==> src/rtl/ifetch_seq.sv <==
// Instruction fetch sequencer: owns the fetch PC, keeps one request in flight to
// instruction memory, and presents each returned word with its PC to decode.
module ifetch_seq #(
  parameter int               WIDTH      = 64,
  parameter int               INSN_WIDTH = 32,
  parameter logic [WIDTH-1:0] RESET_PC   = '0
) (
  input  logic                  clk,
  input  logic                  reset,
  input  logic                  redirect_valid,
  input  logic [WIDTH-1:0]      redirect_pc,
  output logic                  imem_req_valid,
  input  logic                  imem_req_ready,
  output logic [WIDTH-1:0]      imem_req_addr,
  input  logic                  imem_rsp_valid,
  input  logic [INSN_WIDTH-1:0] imem_rsp_data,
  output logic                  insn_valid,
  input  logic                  insn_ready,
  output logic [INSN_WIDTH-1:0] insn_data,
  output logic [WIDTH-1:0]      insn_pc
);

  typedef enum logic {S_REQ, S_WAIT} state_t;

  state_t                state_p0, state_nxt;
  logic                  discard_p0, discard_nxt;
  logic [WIDTH-1:0]      fetch_pc_p0;
  logic [WIDTH-1:0]      req_pc_p0;
  logic                  vld_p1;
  logic [INSN_WIDTH-1:0] data_p1;
  logic [WIDTH-1:0]      pc_p1;
  logic                  out_free;
  logic                  req_fire;
  logic                  rsp_take;

  function automatic logic [WIDTH-1:0] align_pc(input logic [WIDTH-1:0] pc);
    return pc & ~WIDTH'(3);
  endfunction

  function automatic logic [WIDTH-1:0] next_pc(input logic [WIDTH-1:0] pc);
    return pc + WIDTH'(4);
  endfunction

  always_comb begin
    out_free       = ~vld_p1 | insn_ready;
    imem_req_valid = ~reset & (state_p0 == S_REQ) & out_free & ~redirect_valid;
    imem_req_addr  = reset ? RESET_PC : fetch_pc_p0;
    req_fire       = imem_req_valid & imem_req_ready;
    rsp_take       = (state_p0 == S_WAIT) & imem_rsp_valid;
    state_nxt      = state_p0;
    discard_nxt    = discard_p0;
    case (state_p0)
      S_REQ: begin
        if (req_fire) state_nxt = S_WAIT;
      end
      S_WAIT: begin
        // A redirect with no response yet leaves one stale response to swallow.
        if (imem_rsp_valid) begin
          state_nxt   = S_REQ;
          discard_nxt = 1'b0;
        end else if (redirect_valid) begin
          discard_nxt = 1'b1;
        end
      end
      default: state_nxt = S_REQ;
    endcase
  end

  always_ff @(posedge clk) begin
    if (reset) begin
      state_p0   <= S_REQ;
      discard_p0 <= 1'b0;
    end else begin
      state_p0   <= state_nxt;
      discard_p0 <= discard_nxt;
    end
  end

  // p0: fetch address / outstanding request
  always_ff @(posedge clk) begin
    if (reset) begin
      fetch_pc_p0 <= RESET_PC;
    end else if (redirect_valid) begin
      fetch_pc_p0 <= align_pc(redirect_pc);
    end else if (req_fire) begin
      fetch_pc_p0 <= next_pc(fetch_pc_p0);
    end
    if (req_fire) req_pc_p0 <= fetch_pc_p0;
  end

  // p1: single-entry output register toward decode
  always_ff @(posedge clk) begin
    if (reset) begin
      vld_p1  <= 1'b0;
      data_p1 <= '0;
      pc_p1   <= '0;
    end else if (redirect_valid) begin
      vld_p1 <= 1'b0;
    end else if (rsp_take && !discard_p0) begin
      vld_p1  <= 1'b1;
      data_p1 <= imem_rsp_data;
      pc_p1   <= req_pc_p0;
    end else if (vld_p1 && insn_ready) begin
      vld_p1 <= 1'b0;
    end
  end

  assign insn_valid = vld_p1;
  assign insn_data  = data_p1;
  assign insn_pc    = pc_p1;

endmodule

==> config.mk <==
export PLATFORM = sky130hd
export DESIGN_NAME = ifetch_seq
export DESIGN_NICKNAME = d
export VERILOG_FILES = /design/src/rtl/ifetch_seq.sv
export SDC_FILE = /design/constraint.sdc
export NUM_CORES = 1
export LEC_CHECK = 0
export CORE_MARGIN = 2
export CORE_UTILIZATION = 52
export CTS_CLUSTER_DIAMETER = 60
export DETAILED_ROUTE_END_ITERATION = 12
export PLACE_DENSITY_LB_ADDON = 0.12
export SLEW_MARGIN = 20
export SYNTH_ARGS = -nofsm -noshare
export SYNTH_HDL_FRONTEND = slang
export SYNTH_SLANG_ARGS = --single-unit
==> constraint.sdc <==
create_clock -name clk -period 9 [get_ports clk]
set_input_delay 0.9 -clock clk [delete_from_list [all_inputs] [get_ports clk]]
set_output_delay 0.9 -clock clk [all_outputs]
set_load 0.03 [all_outputs]
==> impl_summary.txt, run 1 <==
----------------------------------------------------
[Critical path]
  Worst setup SP type ... primary input
  Highest fanout seen on the critical path ... 96
  Slowest cell on the critical path ... sky130_fd_sc_hd__buf_4
  Slowest cell delay on critical path ... 0.83 ns
  Library cell appearing most often on the critical path ... sky130_fd_sc_hd__buf_4
  Type of the worst setup path ... in -> out
  Number of cells on the worst reg-to-reg path ... 6
  Required arrival time at the worst endpoint ... 8.10 ns
  Cells along the critical path ... buf_6, buf_4, buf_4, nor2b_1, clkdlybuf4s50_1
  CP Capture Type ... primary output
  Data arrival time at the worst-slack endpoint ... 3.63 ns

[Min path]
  Count of cells along the worst hold path ... 2
  Min-delay worst type ... reg -> reg

[Routing]
  Number of search-and-repair iterations in the first detailed-routing pass ... 8
  Count of antenna-violating nets left after detailed routing ... 0
  DRC violations left ... 0
  DRT iter0 DRCs ... 614
  Average detailed-routed wire length per instance ... 17.49 um
  Total number of vias ... 8643
  Wire length reported by the detailed router ... 26.93 mm
  Routed vias/inst ... 5.612

[Global route]
  Overflow left after global routing ... 0
  Number of global-route vias before repair ... 8134
  All-Layer GR Usage ... 0.2710
  Pin count of the biggest net entering global routing ... 97
  Number of antenna violations at the first check in global routing ... 1
  First-pass GRT wire length ... 42.98 mm

[Power and ir drop]
  Leak pwr ... 4.223 nW
  Worst IR Drop VDD ... 0.1582 mV
  Power density normalized to cell area ... 176.2 mW/mm2

[Timing]
  Achievable frequency ... 220.9 MHz
  Hold slack ... 0.4519 ns
  Number of pins with negative max-slew slack in the final report ... 0
  Tcrit/Tclk final ... 0.5030
  Slack of the critical path ... 4.473 ns
  Worst Max-Slew Pin Slew ... 1.085 ns
  Relative slew slack ... 0.2700
  Number of setup violations in the final report ... 0
  Setup repair after global routing missed its margin ... false
  Setup TNS ... 0 ns
  Setup clock skew after layout ... 0.006688 ns
  Count of final hold-check violations ... 0
  Shortest clock period the worst path allows after layout ... 4.527 ns

[Placement]
  Sum of net half-perimeters after detailed placement ... 17.72 mm
  Pre-CTS worst setup slack ... 4.450 ns
  Gp weighted congestion ... 0.8742
  Number of port buffers ... 257
  Area after DPL ... 0.01204 mm2

[Yosys]
  Main flop type after synthesis ... sky130_fd_sc_hd__dfxtp_1
  Sequential element share of the synthesized area ... 0.5387
  Fraction of registers with async set/reset ... 0
  Yosys warning count ... 0
  Mapped Area ... 0.009365 mm2
  Number of enable flip-flop cells after synthesis ... 62
  Count of state elements after synthesis ... 221
  Post-synthesis instance total ... 1069
  Average size of a mapped cell ... 8.761 um2
  Number of distinct library cell variants in the gate-level netlist after synthesis ... 55

[Cells and area]
  Final Instance Area ... 0.01280 mm2
  Fill cells ... 1408
  Fraction of final layout cells sized beyond drive strength 1 ... 0.04580
  Area growth, synth to finish ... 36.73%
  Total Nets Final ... 1396
  Final core utilization ... 0.7177

[CTS]
  Bufs on Longest Clock Path ... 3
  Post-CTS sizing ... 0
  Number of buffers added for setup after CTS ... 0
  CTS Hold Bufs ... 0
  Maximum level of the CTS H-tree ... 1
  Total CTS buffers ... 23
  Cell chosen for the clock root ... sky130_fd_sc_hd__clkbuf_16
  Clock tree from TritonCTS ... built
  Skew-Pair Late Insertion Delay ... 0.50 ns
  Number of sinks on the clock net ... 221
  Clock-pin slew on the worst setup and hold paths ... 0.06 ns

[Outcome]
  Status ... complete, no violations

[Floorplan]
  Initial cell density of the core ... 0.5249
  Full die area ... 0.01910 mm2
  Std cell rows ... 49
  Core region area ... 0.01784 mm2
  Io pins ... 264
  Die width ... 138.2 um
  Die height ... 138.2 um

[Job]
  Max Cap Violations ... 0

----------------------------------------------------
==> cells in the final DEF, fill, tap and decap left out, types with 13 or more instances in the layout <==
master	synthesis	routed
sky130_fd_sc_hd__nor2b_1	54	54
sky130_fd_sc_hd__o21ai_0	26	26
sky130_fd_sc_hd__edfxtp_1	62	62
sky130_fd_sc_hd__a21oi_1	127	127
sky130_fd_sc_hd__nand3_1	30	30
sky130_fd_sc_hd__nand2_1	242	241
sky130_fd_sc_hd__nor3_1	23	22
sky130_fd_sc_hd__xnor2_1	16	16
sky130_fd_sc_hd__clkdlybuf4s50_1	0	255
sky130_fd_sc_hd__nor2_1	62	62
sky130_fd_sc_hd__dfxtp_1	159	159
sky130_fd_sc_hd__nor4_1	13	13
sky130_fd_sc_hd__clkbuf_16	0	23
sky130_fd_sc_hd__nand4_1	30	30
sky130_fd_sc_hd__a31oi_1	20	20
==> cells by family (layout without fill, tap and decap cells) <==
family	count (synthesis)	count (layout)	share of synthesized area
AO/OA/AOI/OAI	228	228	0.1411
XOR/XNOR	23	23	0.02151
adder cells (fa/ha/maj)	1	1	0.001336
buffers and inverters	84	322	0.03527
flip-flops	221	221	0.5387
multiplexers	6	6	0.006547
other	1	5	0.0004004
AND/OR/NAND/NOR	505	505	0.2552
==> flip-flops by register name, summed over array words and instances, names as in the netlist <==
register and flops:
insn_valid 1, insn_data 32, req_pc_p0 62, insn_pc 62, state_p0 1, fetch_pc_p0 62
discard_p0 1
==> layer usage <==
metal  vias up  wire length [um]  GRT usage  part of all wire
li1       4199                 -          -                 -
met1      4077             11280     0.3628              0.42
met2       328             12890     0.4401              0.48
met3        39              2203    0.06893             0.082
met4         0               558    0.07519             0.021
met5         -                 0          0                 0
==> cell type report <==
| class | instances | area [um2] | area share |
|---|---|---|---|
| clock buffers | 29 | 618.1 | 0.04827 |
| repair buffers | 267 | 2644 | 0.2065 |
| flip-flops and latches | 221 | 5045 | 0.3940 |
| well taps | 229 | 286.5 | 0.02238 |
| diodes | 1 | 2.502 | 0.0001954 |
| multi-input cells | 767 | 4014 | 0.3135 |
| inverters | 13 | 51.30 | 0.004006 |
| clock inverters | 13 | 143.9 | 0.01124 |
==> report_power, final <==
group          total, W  switching, W  leakage [nW]  internal (W)
registers       0.00109     0.0000377          1.87       0.00106
logic          0.000205      0.000109          1.98     0.0000959
clock network  0.000958      0.000385         0.378      0.000573
==> through the flow <==
stage | total power (W) | instances
6_report | 0.002256 | 1540
5_1_grt | 0.002328 | 1540
4_1_cts | 0.002267 | 1539
3_5_place_dp | 0.001318 | 1497
3_3_place_gp | 0.001314 | 1497
2_1_floorplan | 0.001214 | 1072
==> path summary, 6_finish.rpt <==
path | startpoint | to | slack [ns]
hold / removal | insn_data[12] | insn_data[12] | 0.45
setup reg to reg | fetch_pc_p0[35] | fetch_pc_p0[48] | 5.72
hold reg to reg | insn_data[12] | insn_data[12] | 0.45
setup / recovery | reset | imem_req_addr[63] | 4.47
==> Yosys cell counts (all sizes together) (6+ instances only) <==
cell type / number / share of area
nand2: 242 / 0.097
dfxtp: 159 / 0.34
a21oi: 128 / 0.069
edfxtp: 62 / 0.20
nor2: 62 / 0.025
clkbuf: 59 / 0.024
nor2b: 54 / 0.036
nand3: 31 / 0.017
nand4: 31 / 0.021
o21ai: 26 / 0.014
nor3: 23 / 0.012
a31oi: 20 / 0.013
xnor2: 16 / 0.015
inv: 13 / 0.0052
nor4: 13 / 0.0087
and2: 12 / 0.0080
buf: 12 / 0.0064
and3: 10 / 0.0067
o211ai: 9 / 0.0072
o22ai: 8 / 0.0053
a211oi: 7 / 0.0056
xor2: 7 / 0.0065
a22oi: 6 / 0.0048
and4: 6 / 0.0056
or4: 6 / 0.0060
==> worst max-delay path: cells and delay by family <==
| kind | cells | cell delay (ns) |
|---|---|---|
| buffers and inverters | 4 | 2.52 |
| and+or+nand+nor | 1 | 0.11 |
Note: power is estimated with default switching activity, not from simulation.
==> run 2: changes to the inputs <==
- CORE_UTILIZATION: 52 -> 43
- clock period: 9 -> 3.8 ns (I/O delays scaled with it)
==> run 2 against run 1 <==
  * Cell area rose by 1.9%
  * Sequential cell count unchanged
  * Clock power rose to 2.6 times the previous value
  * Count of clock-buffer cells in the layout is 12 higher
  * Via count is essentially flat
  * Routed wire length up 3.3%
  * Hold slack got worse by 0.36 ns
  * Sequential power is 140% higher
  * Critical path depth up 2
  * Largest power group unchanged
  * Global-route usage shrank 4.2 points
  * Highest routed layer unchanged
  * Clock skew grew 0.0071 ns
==> impl_summary.txt, run 2 (synthesized netlist as in run 1, its figures left out) <==
----------------------------------------------------
[Critical path]
  Highest fanout seen on the critical path ... 7 (-93%)
  Slowest cell delay on critical path ... 0.73 ns (-0.10 ns)
  Worst setup SP type ... flip-flop
  Largest delay share family, worst path ... simple AND/OR/NAND/NOR gates
  Required arrival time at the worst endpoint ... 4.19 ns (-3.91 ns)
  Slowest cell on the critical path ... sky130_fd_sc_hd__nor3_1
  Data arrival time at the worst-slack endpoint ... 3.36 ns (-0.27 ns)
  Library cell appearing most often on the critical path ... sky130_fd_sc_hd__nand3_1
  Worst path buffer plus inverter count ... 0 (-4)
  Type of the worst setup path ... reg -> reg
  Cells along the critical path ... ha_1, nand3_1, or3_1, nor3_1, nand3_1, a21o_1, a221o_1
  CP Capture Type ... flip-flop

[Timing]
  Tcrit/Tclk final ... 0.7818
  Shortest clock period the worst path allows after layout ... 2.971 ns
  Number of setup violations in the final report ... 0 (unchanged)
  Setup TNS ... 0 ns (unchanged)
  Hold slack ... 0.08748 ns (-0.3644 ns)
  Achievable frequency ... 336.6 MHz
  Number of pins with negative max-slew slack in the final report ... 0 (unchanged)
  Setup clock skew after layout ... 0.01380 ns (+0.007107 ns)
  Count of final hold-check violations ... 0 (unchanged)
  Setup repair after global routing missed its margin ... false
  Slack of the critical path ... 0.8291 ns (-3.644 ns)
  Worst Max-Slew Pin Slew ... 1.012 ns (-0.07257 ns)
  Relative slew slack ... 0.3250 (+0.05505)

[Power and ir drop]
  Sequential share of power ... 0.467 (-0.017)
  Worst IR Drop VDD ... 0.2987 mV (+89%)
  Share of total power in the clock network ... 0.444 (+0.019)
  Internal ... 0.004260 W (+150%)
  Part of the power in combinational logic ... 0.089 (-0.002)
  Power density normalized to cell area ... 424.5 mW/mm2 (+140%)
  Psw ... 0.001279 W (+140%)
  Switching part of the total ... 0.2309 (-0.004616)
  Leak pwr ... 4.313 nW (+2.1%)

[Floorplan]
  Die height ... 151.6 um (+9.7%)
  Io pins ... 264 (unchanged)
  Full die area ... 0.02298 mm2 (+20%)
  Initial cell density of the core ... 0.4413 (-0.08360)
  Std cell rows ... 53 (+8.2%)
  Die width ... 151.6 um (+9.7%)
  Core region area ... 0.02122 mm2 (+19%)

[Placement]
  Gp weighted congestion ... 0.8729 (-0.15%)
  Area after DPL ... 0.01216 mm2 (+1.0%)
  Pre-CTS worst setup slack ... 0.9274 ns (-3.522 ns)
  Sum of net half-perimeters after detailed placement ... 18.26 mm (+3.1%)
  Number of port buffers ... 257 (unchanged)

[Global route]
  First-pass GRT wire length ... 41.88 mm (-2.6%)
  Overflow left after global routing ... 0 (unchanged)
  Pin count of the biggest net entering global routing ... 116 (+20%)
  Number of global-route vias before repair ... 7789 (-4.2%)
  Number of antenna violations at the first check in global routing ... 0 (-1)
  All-Layer GR Usage ... 0.2292 (-0.04185)

[Cells and area]
  Total Nets Final ... 1404 (+0.57%)
  Combined flip-flop and latch cell area ... 0.005045 mm2 (unchanged)
  Fill cells ... 1903 (+35%)
  Highest-count cells in the layout ignoring fill and taps ... sky130_fd_sc_hd__clkdlybuf4s50_1 (255), sky130_fd_sc_hd__nand2_1 (241), sky130_fd_sc_hd__dfxtp_1 (159), sky130_fd_sc_hd__a21oi_1 (127)
  Area growth, synth to finish ... 39.35%
  Multi-input gate area ... 0.004014 mm2 (unchanged)
  Final Instance Area ... 0.01305 mm2 (+1.9%)
  Fraction of final layout cells sized beyond drive strength 1 ... 0.05227 (+0.006471)
  Leading cell type in the layout, fill and taps excluded ... sky130_fd_sc_hd__clkdlybuf4s50_1

[Outcome]
  Status ... complete, no violations

[Routing]
  DRT iter0 DRCs ... 568 (-7.5%)
  Routed vias/inst ... 5.412 (-3.6%)
  Count of antenna-violating nets left after detailed routing ... 0 (unchanged)
  Number of search-and-repair iterations in the first detailed-routing pass ... 5 (-3)
  Total number of vias ... 8637 (-0.069%)
  DRC violations left ... 0 (unchanged)
  Wire length reported by the detailed router ... 27.83 mm (+3.3%)
  Average detailed-routed wire length per instance ... 17.44 um (-0.28%)

[CTS]
  Number of sinks on the clock net ... 221 (unchanged)
  Clock tree from TritonCTS ... built
  Clock-pin slew on the worst setup and hold paths ... 0.06 ns (about the same)
  Bufs on Longest Clock Path ... 3 (unchanged)
  Post-CTS sizing ... 0 (unchanged)
  Maximum level of the CTS H-tree ... 1 (unchanged)
  Skew-Pair Late Insertion Delay ... 0.52 ns (+0.02 ns)
  Number of buffers added for setup after CTS ... 0 (unchanged)
  Cell chosen for the clock root ... sky130_fd_sc_hd__clkbuf_16
  Total CTS buffers ... 25 (+8.7%)
  CTS Hold Bufs ... 0 (unchanged)

[Job]
  Max Cap Violations ... 0 (unchanged)

[Min path]
  Min-delay worst type ... in -> reg

----------------------------------------------------
-- run 2: changes by cell type in the layout (fill, tap and decap cells not counted), moves of 2 or more --
cell                        change
sky130_fd_sc_hd__buf_12         +2
sky130_fd_sc_hd__buf_4          +3
sky130_fd_sc_hd__clkbuf_1       +4
sky130_fd_sc_hd__clkbuf_16      +3
sky130_fd_sc_hd__clkbuf_8       +5
sky130_fd_sc_hd__clkinv_1       -3
sky130_fd_sc_hd__clkinv_2       -4
-- run 2: per-stage QoR --
| step | util | power (W) | instances |
|---|---|---|---|
| after floorplan | - | 0.002876 | 1072 |
| after global placement | 0.5731 | 0.003123 | 1548 |
| after detailed placement | 0.5731 | 0.003128 | 1548 |
| after CTS | 0.6136 | 0.005586 | 1594 |
| after global routing | 0.6149 | 0.005709 | 1595 |
| final | 0.6150 | 0.005540 | 1596 |
-- run 2: cell type report --
class	count	share of cell area
inverter	13	0.003931
timing repair buffer	273	0.2095
antenna	1	0.0001918
tap	275	0.02637
sequential	221	0.3866
multi-input combinational	767	0.3076
clock buffer	41	0.05954
clock inverter	5	0.006328
-- run 2: layer usage --
layer  vias up  routed length [um]  GRT usage
met4         0                 475    0.05833
li1       4218                   -          -
met5         -                   0          0
met3        38                2061    0.05060
met1      4073               11880     0.3107
met2       308               13420     0.3735
-- run 2: worst register-to-register path: stages, from the launching register on --
cell and delay, ns:
sky130_fd_sc_hd__dfxtp_1 0.43, sky130_fd_sc_hd__ha_1 0.26, sky130_fd_sc_hd__nand3_1 0.20, sky130_fd_sc_hd__or3_1 0.54, sky130_fd_sc_hd__nor3_1 0.73, sky130_fd_sc_hd__nand3_1 0.19, sky130_fd_sc_hd__a21o_1 0.23, sky130_fd_sc_hd__a221o_1 0.28
-- run 2: power by group through the flow --
stage	Combinational [W]	Sequential [W]	Clock, W
after floorplan	0.000251	0.00262	0
after global placement	0.000489	0.00263	0
after detailed placement	0.000491	0.00264	0
after CTS	0.000494	0.00259	0.00251
after global routing	0.000529	0.00260	0.00258
final	0.000493	0.00259	0.00246
-- run 2: worst paths after layout --
kind	from	to	slack, ns	depth (start not counted)
setup / recovery	fetch_pc_p0[2]	fetch_pc_p0[38]	0.83	7
hold / removal	reset	insn_pc[10]	0.09	2
setup reg to reg	fetch_pc_p0[2]	fetch_pc_p0[38]	0.83	7
hold reg to reg	insn_pc[58]	insn_pc[58]	0.45	2
==> run 3: changes to the inputs <==
- clock period: 3.8 -> 2.5 ns (I/O delays scaled with it)
==> run 3 against run 2 <==
  * Sequential cell count is the same
  * First-iteration DRC count up 15%
  * Sequential share of layout area decreased by 1.3 points
  * Routed wire length grew 3.9%
  * Critical path depth fell by 1
  * Clock power increased by 42%
  * Maximum frequency increased by 23%
  * Die area did not move
  * Highest routed layer unchanged
  * Largest power group unchanged
  * Critical endpoint is now fetch_pc_p0[49]
==> impl_summary.txt, run 3 (synthesized netlist as in run 1, its figures left out) <==
----------------------------------------------------
[Timing]
  Worst Max-Slew Pin Slew ... 1.079 ns (+0.06658 ns)
  Setup TNS ... 0 ns (unchanged)
  Number of setup violations in the final report ... 0 (unchanged)
  Relative slew slack ... 0.2806 (-0.04439)
  Count of final hold-check violations ... 0 (unchanged)
  Shortest clock period the worst path allows after layout ... 2.409 ns (-0.5616 ns)
  Tcrit/Tclk final ... 0.9637 (+0.1819)
  Setup clock skew after layout ... 0.01310 ns (-0.0006919 ns)
  Setup repair after global routing missed its margin ... false
  Achievable frequency ... 415.1 MHz (+23%)
  Number of pins with negative max-slew slack in the final report ... 0 (unchanged)

[Critical path]
  Library cell appearing most often on the critical path ... sky130_fd_sc_hd__or4_4
  Reg-to-Reg Start ... fetch_pc_p0[28]
  Slowest cell on the critical path ... sky130_fd_sc_hd__or4_4
  Internal reg-to-reg setup slack ... 0.09 ns (-0.74 ns)
  Crit Reg-Reg Endpoint ... fetch_pc_p0[49]
  Cells along the critical path ... nand4_2, or4_4, or4_4, or4_4, a21oi_2, o221ai_1
  Number of cells on the worst reg-to-reg path ... 6 (-1)
  Data arrival time at the worst-slack endpoint ... 2.80 ns (-0.56 ns)
  Worst setup SP type ... flip-flop
  Slowest cell delay on critical path ... 0.57 ns (-0.16 ns)
  Worst setup path startpoint ... fetch_pc_p0[28]
  Highest fanout seen on the critical path ... 4 (-3)
  Worst path buffer plus inverter count ... 0 (unchanged)
  Type of the worst setup path ... reg -> reg
  CP Capture Type ... flip-flop
  Largest delay share family, worst path ... simple AND/OR/NAND/NOR gates
  Required arrival time at the worst endpoint ... 2.89 ns (-1.30 ns)

[Floorplan]
  Initial cell density of the core ... 0.4413 (unchanged)
  Core region area ... 0.02122 mm2 (unchanged)
  Std cell rows ... 53 (unchanged)
  Die height ... 151.6 um (unchanged)
  Full die area ... 0.02298 mm2 (unchanged)
  Io pins ... 264 (unchanged)
  Die width ... 151.6 um (unchanged)

[Power and ir drop]
  Switching part of the total ... 0.2426 (+0.01168)
  Worst IR Drop VDD ... 0.4509 mV (+51%)
  Part of the power in combinational logic ... 0.106 (+0.017)
  Power density normalized to cell area ... 610.8 mW/mm2 (+44%)
  Psw ... 0.002004 W (+57%)
  Share of total power in the clock network ... 0.424 (-0.020)
  Leak pwr ... 4.618 nW (+7.1%)
  Internal ... 0.006254 W (+47%)
  Sequential share of power ... 0.470 (+0.003)

[Min path]
  Min-delay worst type ... in -> reg
  Hold path startpoint ... reset
  Count of cells along the worst hold path ... 3 (+1)
  End point of the most critical hold path ... insn_valid

[Job]
  Max Cap Violations ... 0 (unchanged)

[Cells and area]
  Leading cell type in the layout, fill and taps excluded ... sky130_fd_sc_hd__clkdlybuf4s50_1
  Area growth, synth to finish ... 44.36%
  Final core utilization ... 0.6371 (+0.02211)
  Fraction of final layout cells sized beyond drive strength 1 ... 0.1002 (+0.04794)
  Highest-count cells in the layout ignoring fill and taps ... sky130_fd_sc_hd__clkdlybuf4s50_1 (255), sky130_fd_sc_hd__nand2_1 (241), sky130_fd_sc_hd__dfxtp_1 (159), sky130_fd_sc_hd__a21oi_1 (127), sky130_fd_sc_hd__buf_4 (80)
  Total Nets Final ... 1472 (+4.8%)

[Routing]
  Total number of vias ... 8914 (+3.2%)
  Count of antenna-violating nets left after detailed routing ... 0 (unchanged)
  Average detailed-routed wire length per instance ... 17.37 um (-0.38%)
  DRC violations left ... 0 (unchanged)
  Wire length reported by the detailed router ... 28.93 mm (+3.9%)
  Routed vias/inst ... 5.354 (-1.1%)
  DRT iter0 DRCs ... 651 (+15%)
  Number of search-and-repair iterations in the first detailed-routing pass ... 5 (unchanged)

[Placement]
  Number of port buffers ... 257 (unchanged)
  Gp weighted congestion ... 0.9057 (+3.8%)
  Sum of net half-perimeters after detailed placement ... 20.01 mm (+9.5%)

[Global route]
  Pin count of the biggest net entering global routing ... 119 (+2.6%)
  Number of antenna violations at the first check in global routing ... 3 (+3)
  First-pass GRT wire length ... 44.62 mm (+6.6%)
  Number of global-route vias before repair ... 8471 (+8.8%)
  All-Layer GR Usage ... 0.2438 (+0.01460)
  Overflow left after global routing ... 0 (unchanged)

[CTS]
  Cell chosen for the clock root ... sky130_fd_sc_hd__clkbuf_16
  Number of sinks on the clock net ... 221 (unchanged)
  Total CTS buffers ... 25 (unchanged)
  CTS Hold Bufs ... 0 (unchanged)
  Clock tree from TritonCTS ... built
  Maximum level of the CTS H-tree ... 1 (unchanged)
  Skew-Pair Late Insertion Delay ... 0.52 ns (about the same)
  Clock-pin slew on the worst setup and hold paths ... 0.06 ns (about the same)
  Bufs on Longest Clock Path ... 3 (unchanged)

[Outcome]
  Status ... complete, no violations

----------------------------------------------------
## run 3: worst max-delay path by stage
stage	end	slack, ns	depth (start not counted)
after global placement	fetch_pc_p0[45]	0.09	8
after detailed placement	fetch_pc_p0[38]	0.05	7
after CTS	fetch_pc_p0[38]	0.02	7
final	fetch_pc_p0[49]	0.09	6
after global routing	fetch_pc_p0[49]	0.01	6
after floorplan	fetch_pc_p0[49]	0.001	6
## run 3: timing repair
item	4_1_cts	5_1_grt
gates resized for setup	0	6
endpoints found under the setup margin	1	14
buffers inserted	1	0
## run 3: cell type report
type | count | area, um2
diodes | 3 | 7.507
clock buffers | 30 | 644.4
clock inverters | 15 | 132.6
fillers | 1889 | 7701
inverters | 13 | 51.30
multi-input cells | 767 | 4045
flip-flops and latches | 221 | 5045
well taps | 275 | 344.1
repair buffers | 341 | 3249
## run 3: metal layers
layer | GRT usage | share of wire
met2 | 0.3932 | 0.47
met1 | 0.3335 | 0.43
met3 | 0.04132 | 0.068
met4 | 0.08241 | 0.024
met5 | 0 | 0
## run 3: worst reg2reg max path: stages, from the launching register on
cell and delay, ns:
sky130_fd_sc_hd__dfxtp_1 0.35, sky130_fd_sc_hd__nand4_2 0.13, sky130_fd_sc_hd__or4_4 0.57, sky130_fd_sc_hd__or4_4 0.45
sky130_fd_sc_hd__or4_4 0.54, sky130_fd_sc_hd__a21oi_2 0.14, sky130_fd_sc_hd__o221ai_1 0.12
## run 3: through the flow
step | instances | setup slack [ns] | area [um2] | hold WS [ns] | total power (W)
after floorplan | 1072 | 0.001137 | 9379 | 0.3512 | 0.004370
after global placement | 1616 | 0.09084 | 12700 | 0.4407 | 0.004818
after detailed placement | 1616 | 0.04823 | 12700 | 0.4461 | 0.004829
after CTS | 1662 | 0.01613 | 13480 | 0.1094 | 0.008321
after global routing | 1665 | 0.01481 | 13520 | 0.1495 | 0.008551
final | 1665 | 0.09071 | 13520 | 0.1295 | 0.008258
## run 3: power by group through the flow
stage	clock [W]	sequential (W)	combinational, W
after floorplan	0	0.00399	0.000382
after global placement	0	0.00395	0.000865
after detailed placement	0	0.00396	0.000871
after CTS	0.00356	0.00388	0.000878
after global routing	0.00372	0.00389	0.000940
final	0.00350	0.00388	0.000877
